File: src/rtl/bus_arbiter_if.sv
// Request/grant bus between two requesting masters, the arbiter and the single slave.
// The same bundle carries both master-side and slave-side signals of the arbiter.
interface bus_arbiter_if;
  // Handshake: a master raises mX_req with a stable payload and holds both until
  // the single-cycle mX_gnt pulse; the slave answers s_req with a single-cycle
  // s_ack carrying s_rdata; mX_err qualifies mX_gnt when the slave never answered.
  logic [31:0] m0_wdata;
  logic [31:0] m0_addr;
  logic        m0_we;
  logic        m0_re;
  logic [1:0]  m0_hb;
  logic        m0_req;
  logic [31:0] m0_rdata;
  logic        m0_gnt;
  logic        m0_err;

  logic [31:0] m1_wdata;
  logic [31:0] m1_addr;
  logic        m1_we;
  logic        m1_re;
  logic [1:0]  m1_hb;
  logic        m1_req;
  logic [31:0] m1_rdata;
  logic        m1_gnt;
  logic        m1_err;

  logic [31:0] s_wdata;
  logic [31:0] s_addr;
  logic [1:0]  s_hb;
  logic        s_we;
  logic        s_re;
  logic        s_req;
  logic [31:0] s_rdata;
  logic        s_ack;

  // Arbiter view: it serves the masters and drives the slave bus.
  modport slave (
    input  m0_wdata, m0_addr, m0_we, m0_re, m0_hb, m0_req,
    output m0_rdata, m0_gnt, m0_err,
    input  m1_wdata, m1_addr, m1_we, m1_re, m1_hb, m1_req,
    output m1_rdata, m1_gnt, m1_err,
    output s_wdata, s_addr, s_hb, s_we, s_re, s_req,
    input  s_rdata, s_ack
  );

  // Environment view: requesting masters plus the slave device.
  modport master (
    output m0_wdata, m0_addr, m0_we, m0_re, m0_hb, m0_req,
    input  m0_rdata, m0_gnt, m0_err,
    output m1_wdata, m1_addr, m1_we, m1_re, m1_hb, m1_req,
    input  m1_rdata, m1_gnt, m1_err,
    input  s_wdata, s_addr, s_hb, s_we, s_re, s_req,
    output s_rdata, s_ack
  );
endinterface

File: src/rtl/bus_arbiter.sv
// Two-master round-robin arbiter onto one slave bus, with registered responses
// and a watchdog that completes a transfer with an error if the slave stays silent.
module bus_arbiter #(
  parameter int TIMEOUT = 16
) (
  input  logic         clk,
  input  logic         rst_n,
  bus_arbiter_if.slave bus,
  output logic [1:0]   dbg_state
);

  localparam int CW = $clog2(TIMEOUT + 1);

  localparam logic [1:0] IDLE = 2'd0;
  localparam logic [1:0] BUSY = 2'd1;
  localparam logic [1:0] RESP = 2'd2;

  logic [1:0]    state;
  logic [1:0]    state_nxt;
  logic          owner;
  logic          owner_nxt;
  logic          last;
  logic          last_nxt;
  logic [CW-1:0] cnt;
  logic [CW-1:0] cnt_nxt;
  logic          err_flag;
  logic          err_nxt;
  logic [31:0]   rdata0;
  logic [31:0]   rdata0_nxt;
  logic [31:0]   rdata1;
  logic [31:0]   rdata1_nxt;

  logic          any_req;
  logic          pick;
  logic          expired;
  logic          in_busy;
  logic          in_resp;

  assign any_req = bus.m0_req | bus.m1_req;
  // Both requesting: hand the bus to whoever was not served last.
  assign pick    = (bus.m0_req & bus.m1_req) ? ~last : bus.m1_req;
  assign expired = (cnt == CW'(TIMEOUT - 1));
  assign in_busy = (state == BUSY);
  assign in_resp = (state == RESP);

  always_comb begin
    state_nxt  = state;
    owner_nxt  = owner;
    last_nxt   = last;
    cnt_nxt    = cnt;
    err_nxt    = err_flag;
    rdata0_nxt = rdata0;
    rdata1_nxt = rdata1;
    case (state)
      IDLE: begin
        if (any_req) begin
          owner_nxt = pick;
          cnt_nxt   = '0;
          state_nxt = BUSY;
        end
      end
      BUSY: begin
        // An ACK arriving on the expiry cycle still completes normally.
        if (bus.s_ack) begin
          if (owner) rdata1_nxt = bus.s_rdata;
          else       rdata0_nxt = bus.s_rdata;
          err_nxt   = 1'b0;
          last_nxt  = owner;
          state_nxt = RESP;
        end else if (expired) begin
          if (owner) rdata1_nxt = '0;
          else       rdata0_nxt = '0;
          err_nxt   = 1'b1;
          last_nxt  = owner;
          state_nxt = RESP;
        end else begin
          cnt_nxt = cnt + CW'(1);
        end
      end
      RESP: begin
        state_nxt = IDLE;
      end
      default: begin
        state_nxt = IDLE;
      end
    endcase
  end

  always_ff @(posedge clk or negedge rst_n) begin
    if (!rst_n) begin
      state    <= IDLE;
      owner    <= 1'b0;
      last     <= 1'b1;
      cnt      <= '0;
      err_flag <= 1'b0;
      rdata0   <= '0;
      rdata1   <= '0;
    end else begin
      state    <= state_nxt;
      owner    <= owner_nxt;
      last     <= last_nxt;
      cnt      <= cnt_nxt;
      err_flag <= err_nxt;
      rdata0   <= rdata0_nxt;
      rdata1   <= rdata1_nxt;
    end
  end

  // Slave bus carries the owner's payload only while BUSY, zero otherwise.
  always_comb begin
    bus.s_req   = 1'b0;
    bus.s_we    = 1'b0;
    bus.s_re    = 1'b0;
    bus.s_hb    = 2'b00;
    bus.s_addr  = '0;
    bus.s_wdata = '0;
    if (in_busy) begin
      bus.s_req = 1'b1;
      if (owner) begin
        bus.s_we    = bus.m1_we;
        bus.s_re    = bus.m1_re;
        bus.s_hb    = bus.m1_hb;
        bus.s_addr  = bus.m1_addr;
        bus.s_wdata = bus.m1_wdata;
      end else begin
        bus.s_we    = bus.m0_we;
        bus.s_re    = bus.m0_re;
        bus.s_hb    = bus.m0_hb;
        bus.s_addr  = bus.m0_addr;
        bus.s_wdata = bus.m0_wdata;
      end
    end
  end

  assign bus.m0_gnt   = in_resp & ~owner;
  assign bus.m1_gnt   = in_resp & owner;
  assign bus.m0_err   = in_resp & ~owner & err_flag;
  assign bus.m1_err   = in_resp & owner & err_flag;
  assign bus.m0_rdata = rdata0;
  assign bus.m1_rdata = rdata1;

  assign dbg_state = state;

endmodule

File: src/flat_wrapper.sv
// flat-port wrapper written by rule: the top's interface ports become plain ports
module bus_arbiter_flat 
#(
  parameter int TIMEOUT = 16
)
  (clk, rst_n, dbg_state, bus_m0_wdata, bus_m0_addr, bus_m0_we, bus_m0_re, bus_m0_hb, bus_m0_req, bus_m0_rdata, bus_m0_gnt, bus_m0_err, bus_m1_wdata, bus_m1_addr, bus_m1_we, bus_m1_re, bus_m1_hb, bus_m1_req, bus_m1_rdata, bus_m1_gnt, bus_m1_err, bus_s_wdata, bus_s_addr, bus_s_hb, bus_s_we, bus_s_re, bus_s_req, bus_s_rdata, bus_s_ack);
  bus_arbiter_if bus_i ();
  input  logic clk;
  input  logic rst_n;
  output logic [1:0] dbg_state;
  input wire logic [$bits(bus_i.m0_wdata)-1:0] bus_m0_wdata;
  input wire logic [$bits(bus_i.m0_addr)-1:0] bus_m0_addr;
  input wire logic [$bits(bus_i.m0_we)-1:0] bus_m0_we;
  input wire logic [$bits(bus_i.m0_re)-1:0] bus_m0_re;
  input wire logic [$bits(bus_i.m0_hb)-1:0] bus_m0_hb;
  input wire logic [$bits(bus_i.m0_req)-1:0] bus_m0_req;
  output wire logic [$bits(bus_i.m0_rdata)-1:0] bus_m0_rdata;
  output wire logic [$bits(bus_i.m0_gnt)-1:0] bus_m0_gnt;
  output wire logic [$bits(bus_i.m0_err)-1:0] bus_m0_err;
  input wire logic [$bits(bus_i.m1_wdata)-1:0] bus_m1_wdata;
  input wire logic [$bits(bus_i.m1_addr)-1:0] bus_m1_addr;
  input wire logic [$bits(bus_i.m1_we)-1:0] bus_m1_we;
  input wire logic [$bits(bus_i.m1_re)-1:0] bus_m1_re;
  input wire logic [$bits(bus_i.m1_hb)-1:0] bus_m1_hb;
  input wire logic [$bits(bus_i.m1_req)-1:0] bus_m1_req;
  output wire logic [$bits(bus_i.m1_rdata)-1:0] bus_m1_rdata;
  output wire logic [$bits(bus_i.m1_gnt)-1:0] bus_m1_gnt;
  output wire logic [$bits(bus_i.m1_err)-1:0] bus_m1_err;
  output wire logic [$bits(bus_i.s_wdata)-1:0] bus_s_wdata;
  output wire logic [$bits(bus_i.s_addr)-1:0] bus_s_addr;
  output wire logic [$bits(bus_i.s_hb)-1:0] bus_s_hb;
  output wire logic [$bits(bus_i.s_we)-1:0] bus_s_we;
  output wire logic [$bits(bus_i.s_re)-1:0] bus_s_re;
  output wire logic [$bits(bus_i.s_req)-1:0] bus_s_req;
  input wire logic [$bits(bus_i.s_rdata)-1:0] bus_s_rdata;
  input wire logic [$bits(bus_i.s_ack)-1:0] bus_s_ack;
  assign bus_i.m0_wdata = bus_m0_wdata;
  assign bus_i.m0_addr = bus_m0_addr;
  assign bus_i.m0_we = bus_m0_we;
  assign bus_i.m0_re = bus_m0_re;
  assign bus_i.m0_hb = bus_m0_hb;
  assign bus_i.m0_req = bus_m0_req;
  assign bus_m0_rdata = bus_i.m0_rdata;
  assign bus_m0_gnt = bus_i.m0_gnt;
  assign bus_m0_err = bus_i.m0_err;
  assign bus_i.m1_wdata = bus_m1_wdata;
  assign bus_i.m1_addr = bus_m1_addr;
  assign bus_i.m1_we = bus_m1_we;
  assign bus_i.m1_re = bus_m1_re;
  assign bus_i.m1_hb = bus_m1_hb;
  assign bus_i.m1_req = bus_m1_req;
  assign bus_m1_rdata = bus_i.m1_rdata;
  assign bus_m1_gnt = bus_i.m1_gnt;
  assign bus_m1_err = bus_i.m1_err;
  assign bus_s_wdata = bus_i.s_wdata;
  assign bus_s_addr = bus_i.s_addr;
  assign bus_s_hb = bus_i.s_hb;
  assign bus_s_we = bus_i.s_we;
  assign bus_s_re = bus_i.s_re;
  assign bus_s_req = bus_i.s_req;
  assign bus_i.s_rdata = bus_s_rdata;
  assign bus_i.s_ack = bus_s_ack;
  bus_arbiter #(.TIMEOUT(TIMEOUT)) u_core (.clk(clk), .rst_n(rst_n), .bus(bus_i), .dbg_state(dbg_state));
endmodule
File: config.mk
export PLATFORM = sky130hd
export DESIGN_NAME = bus_arbiter_flat
export DESIGN_NICKNAME = d
export VERILOG_FILES = /design/src/rtl/bus_arbiter_if.sv /design/src/rtl/bus_arbiter.sv /design/src/flat_wrapper.sv
export SDC_FILE = /design/constraint.sdc
export NUM_CORES = 1
export LEC_CHECK = 0
export CAP_MARGIN = 10
export CORE_AREA = 2 2 123 125
export CTS_CLUSTER_SIZE = 14
export DETAILED_ROUTE_END_ITERATION = 8
export DIE_AREA = 0 0 125 127
export GPL_TIMING_DRIVEN = 0
export PLACE_DENSITY = 0.7
export REMOVE_ABC_BUFFERS = 1
export SYNTH_ARGS = -nofsm -noshare
export SYNTH_HDL_FRONTEND = slang
export SYNTH_SLANG_ARGS = --single-unit
File: constraint.sdc
create_clock -name clk -period 6 [get_ports clk]
set_input_delay 0.6 -clock clk [delete_from_list [all_inputs] [get_ports clk]]
set_output_delay 0.6 -clock clk [all_outputs]
set_load 0.1 [all_outputs]
==> flow_summary_export.csv <==
group,metric,value,unit
logic_synthesis,yosys_most_used_dff,"dfrtp_1",
detailed_routing,num_vias,3962,
timing,fin_skew,0.00692,ns
setup_path,slowest_delay,1.19,ns
logic_synthesis,ys_top_cells_by_area,"dfrtp_1 44%, mux2i_1 17%, mux2_2 15%, nor2_1 6.5%, and2_1 5.1%",
logic_synthesis,yosys_warnings,0,
setup_path,critPathBufInv,2,
timing,fin_setup_tns,0,ns
global_routing,grt_usage,19.7,%
timing,fmax,284,MHz
timing,hold_violations,0,
setup_path,cp-end-kind,"output pin",
clock_tree,cts_tree,"built",
logic_synthesis,async_reset_ff_share,100,%
timing,slew_headroom,22.5,%
detailed_routing,drc_errors,0,
timing,tightest_slew,1.16,ns
clock_tree,post_cts_buffers,0,
floorplanning,rows,44,
clock_tree,cts_sinks,74,
logic_synthesis,synth.largest_area_cell,"dfrtp_1",
clock_tree,clk_pin_slew,0.06,ns
layout,layout.nets,848,
logic_synthesis,synth_top_cells_by_count,"73 x dfrtp_1, 72 x nor2_1, 69 x mux2i_1, 56 x mux2_2, 34 x and2_1",
timing,report.final.slew_viol_count,0,
setup_path,worstPathMaxFanout,45,
outcome,status,"completed",
logic_synthesis,yosysSeqAreaShare,44.7,%
worst_hold_path,hp-class,"primary input to asynchronous set/reset pin",
layout,multiInputGateArea,2130,um^2
placement,io_buffers,311,
setup_path,crit_arrival,2.92,ns
detailed_routing,drt-total-wl,16300,um
logic_synthesis,ys_types,33,
clock_tree,htreeDepth,3,
placement,dp_hpwl,12800,um
logic_synthesis,yosysMostFrequentCell,"dfrtp_1",
clock_tree,clk_latency,0.32,ns
setup_path,path_cells,"nand2b_2, buf_12, nor2_1, clkdlybuf4s50_1",
global_routing,grt_overflow,0,
floorplanning,initial_core_util,28.7,%
layout,final-seq-area,1860,um^2
floorplanning,dieArea,15900,um^2
timing,setup_viol,0,
timing,period_minus_slack,3.52,ns
timing,fin_crit_sh,58.7,%
clock_tree,cts.repair.resized,0,
clock_tree,root_buffer,"clkbuf_16",
detailed_routing,ant_nets,0,
detailed_routing,via_per_inst,4.59,
detailed_routing,first_pass_iters,4,
placement,gp_congestion,0.903,
setup_path,cp.required,5.40,ns
setup_path,cpLargestDelayFamily,"buffers and inverters",
run,max_cap_violations,0,
setup_path,crit_type,"register to output pin",
floorplanning,die_h,127,um
setup_path,start_kind,"register",
floorplanning,io_pins,312,
logic_synthesis,synth_edf_count,0,
logic_synthesis,synthCells,371,
floorplanning,fp.dieW,125,um
global_routing,grt_pass1_vias,4184,
detailed_routing,drtIter0Drc,119,
clock_tree,holdBufCountCts,0,
layout,drive_gt1_share,13.4,%
layout,nFillCells,1272,
clock_tree,cts-buffers-inserted,9,
global_routing,grt_max_degree,61,
logic_synthesis,syn-mean-instance-area,11.2,um^2
timing,rsz0062_at_grt,"false",
layout,area_growth,87.1,%
logic_synthesis,netlist_area,4140,um^2
logic_synthesis,synth-seq-cells,74,
setup_path,slowest_stage,"clkdlybuf4s50_1",
detailed_routing,post_drt_wl_per_cell,18.9,um
floorplanning,core,14400,um^2
global_routing,grt_pass1_wl,24400,um
logic_synthesis,synth_top_area_share,44.1,%
global_routing,antenna_found_initial,1,
clock_tree,clk_path_buf_depth,2,
-- final cells by class --
type / instances / share of cell area (%)
Antenna cell: 1 / 0.0323
Clock buffer: 11 / 3.26
Clock inverter: 5 / 0.678
Inverter: 3 / 0.145
Multi-Input combinational cell: 269 / 27.5
Sequential cell: 74 / 24.0
Tap cell: 184 / 2.97
Timing Repair Buffer: 316 / 41.5
-- routing by layer --
metal	vias up	track usage [%]	wire (um)
met5	-	0	0
met2	192	34.3	8060
met4	0	5.95	315
met1	1866	23.1	6420
met3	20	6.70	1470
li1	1884	-	-
-- logic make-up after synthesis --
| logic type | Yosys count | share of synthesized area [%] |
|---|---|---|
| multiplexers | 133 | 34.6 |
| buffers and inverters | 28 | 3.92 |
| adder cells (fa/ha/maj) | 2 | 0.604 |
| AO/OA/AOI/OAI | 11 | 1.66 |
| AND/OR/NAND/NOR | 123 | 14.5 |
| flip-flops | 74 | 44.7 |
-- sequential cells by signal (all words and copies together), names as in the netlist --
register	flops
u_core.bus.m1_rdata	32
u_core.cnt	5
u_core.bus.m0_rdata	32
u_core.dbg_state	2
u_core.owner	1
u_core.err_flag	1
u_core.last	1
-- path summary, 6_finish.rpt --
kind,from,to,slack [ns],cells past startpoint
max reg2reg,u_core.cnt[0],u_core.bus.m0_rdata[19],3.39,8
max in group asynchronous,rst_n,u_core.bus.m0_rdata[8],5.25,2
min,rst_n,u_core.bus.m0_rdata[17],0.20,1
min in group clk,u_core.bus.m0_rdata[8],u_core.bus.m0_rdata[8],0.49,1
min reg2reg,u_core.bus.m0_rdata[8],u_core.bus.m0_rdata[8],0.49,1
max,u_core.dbg_state[1],bus_s_wdata[30],2.48,4
-- placed cells by master (no fill, tap or decap), types with 2 or more instances in the layout --
cell type and count:
mux2i_1 69, clkinv_2 3, mux2_1 2, nand3_1 3
clkbuf_16 9, and3_1 2, clkdlybuf4s50_1 310, buf_8 2
nor2b_1 2, mux2_2 56, mux2_4 6, dfrtp_1 72
buf_16 2, inv_1 2, a31oi_1 2, ha_1 2
and2_1 34, nand2_1 3, o21ai_0 2, a21oi_1 3
nor2_1 72, clkbuf_8 2
-- per-stage QoR --
step	instances	hold slack (ns)	util, %	setup slack [ns]	area (um^2)
after CTS	862	0.192	53.7	2.46	7750
after detailed placement	846	0.483	51.6	2.28	7440
after global placement	841	0.470	50.9	0.553	7340
after floorplan	346	0.304	-	0.781	3990
final	863	0.197	53.7	2.48	7750
after global routing	863	0.205	53.7	2.34	7750
Power is not shown: default switching activity piles up to over one toggle a cycle in this logic, so the estimate is an artifact.
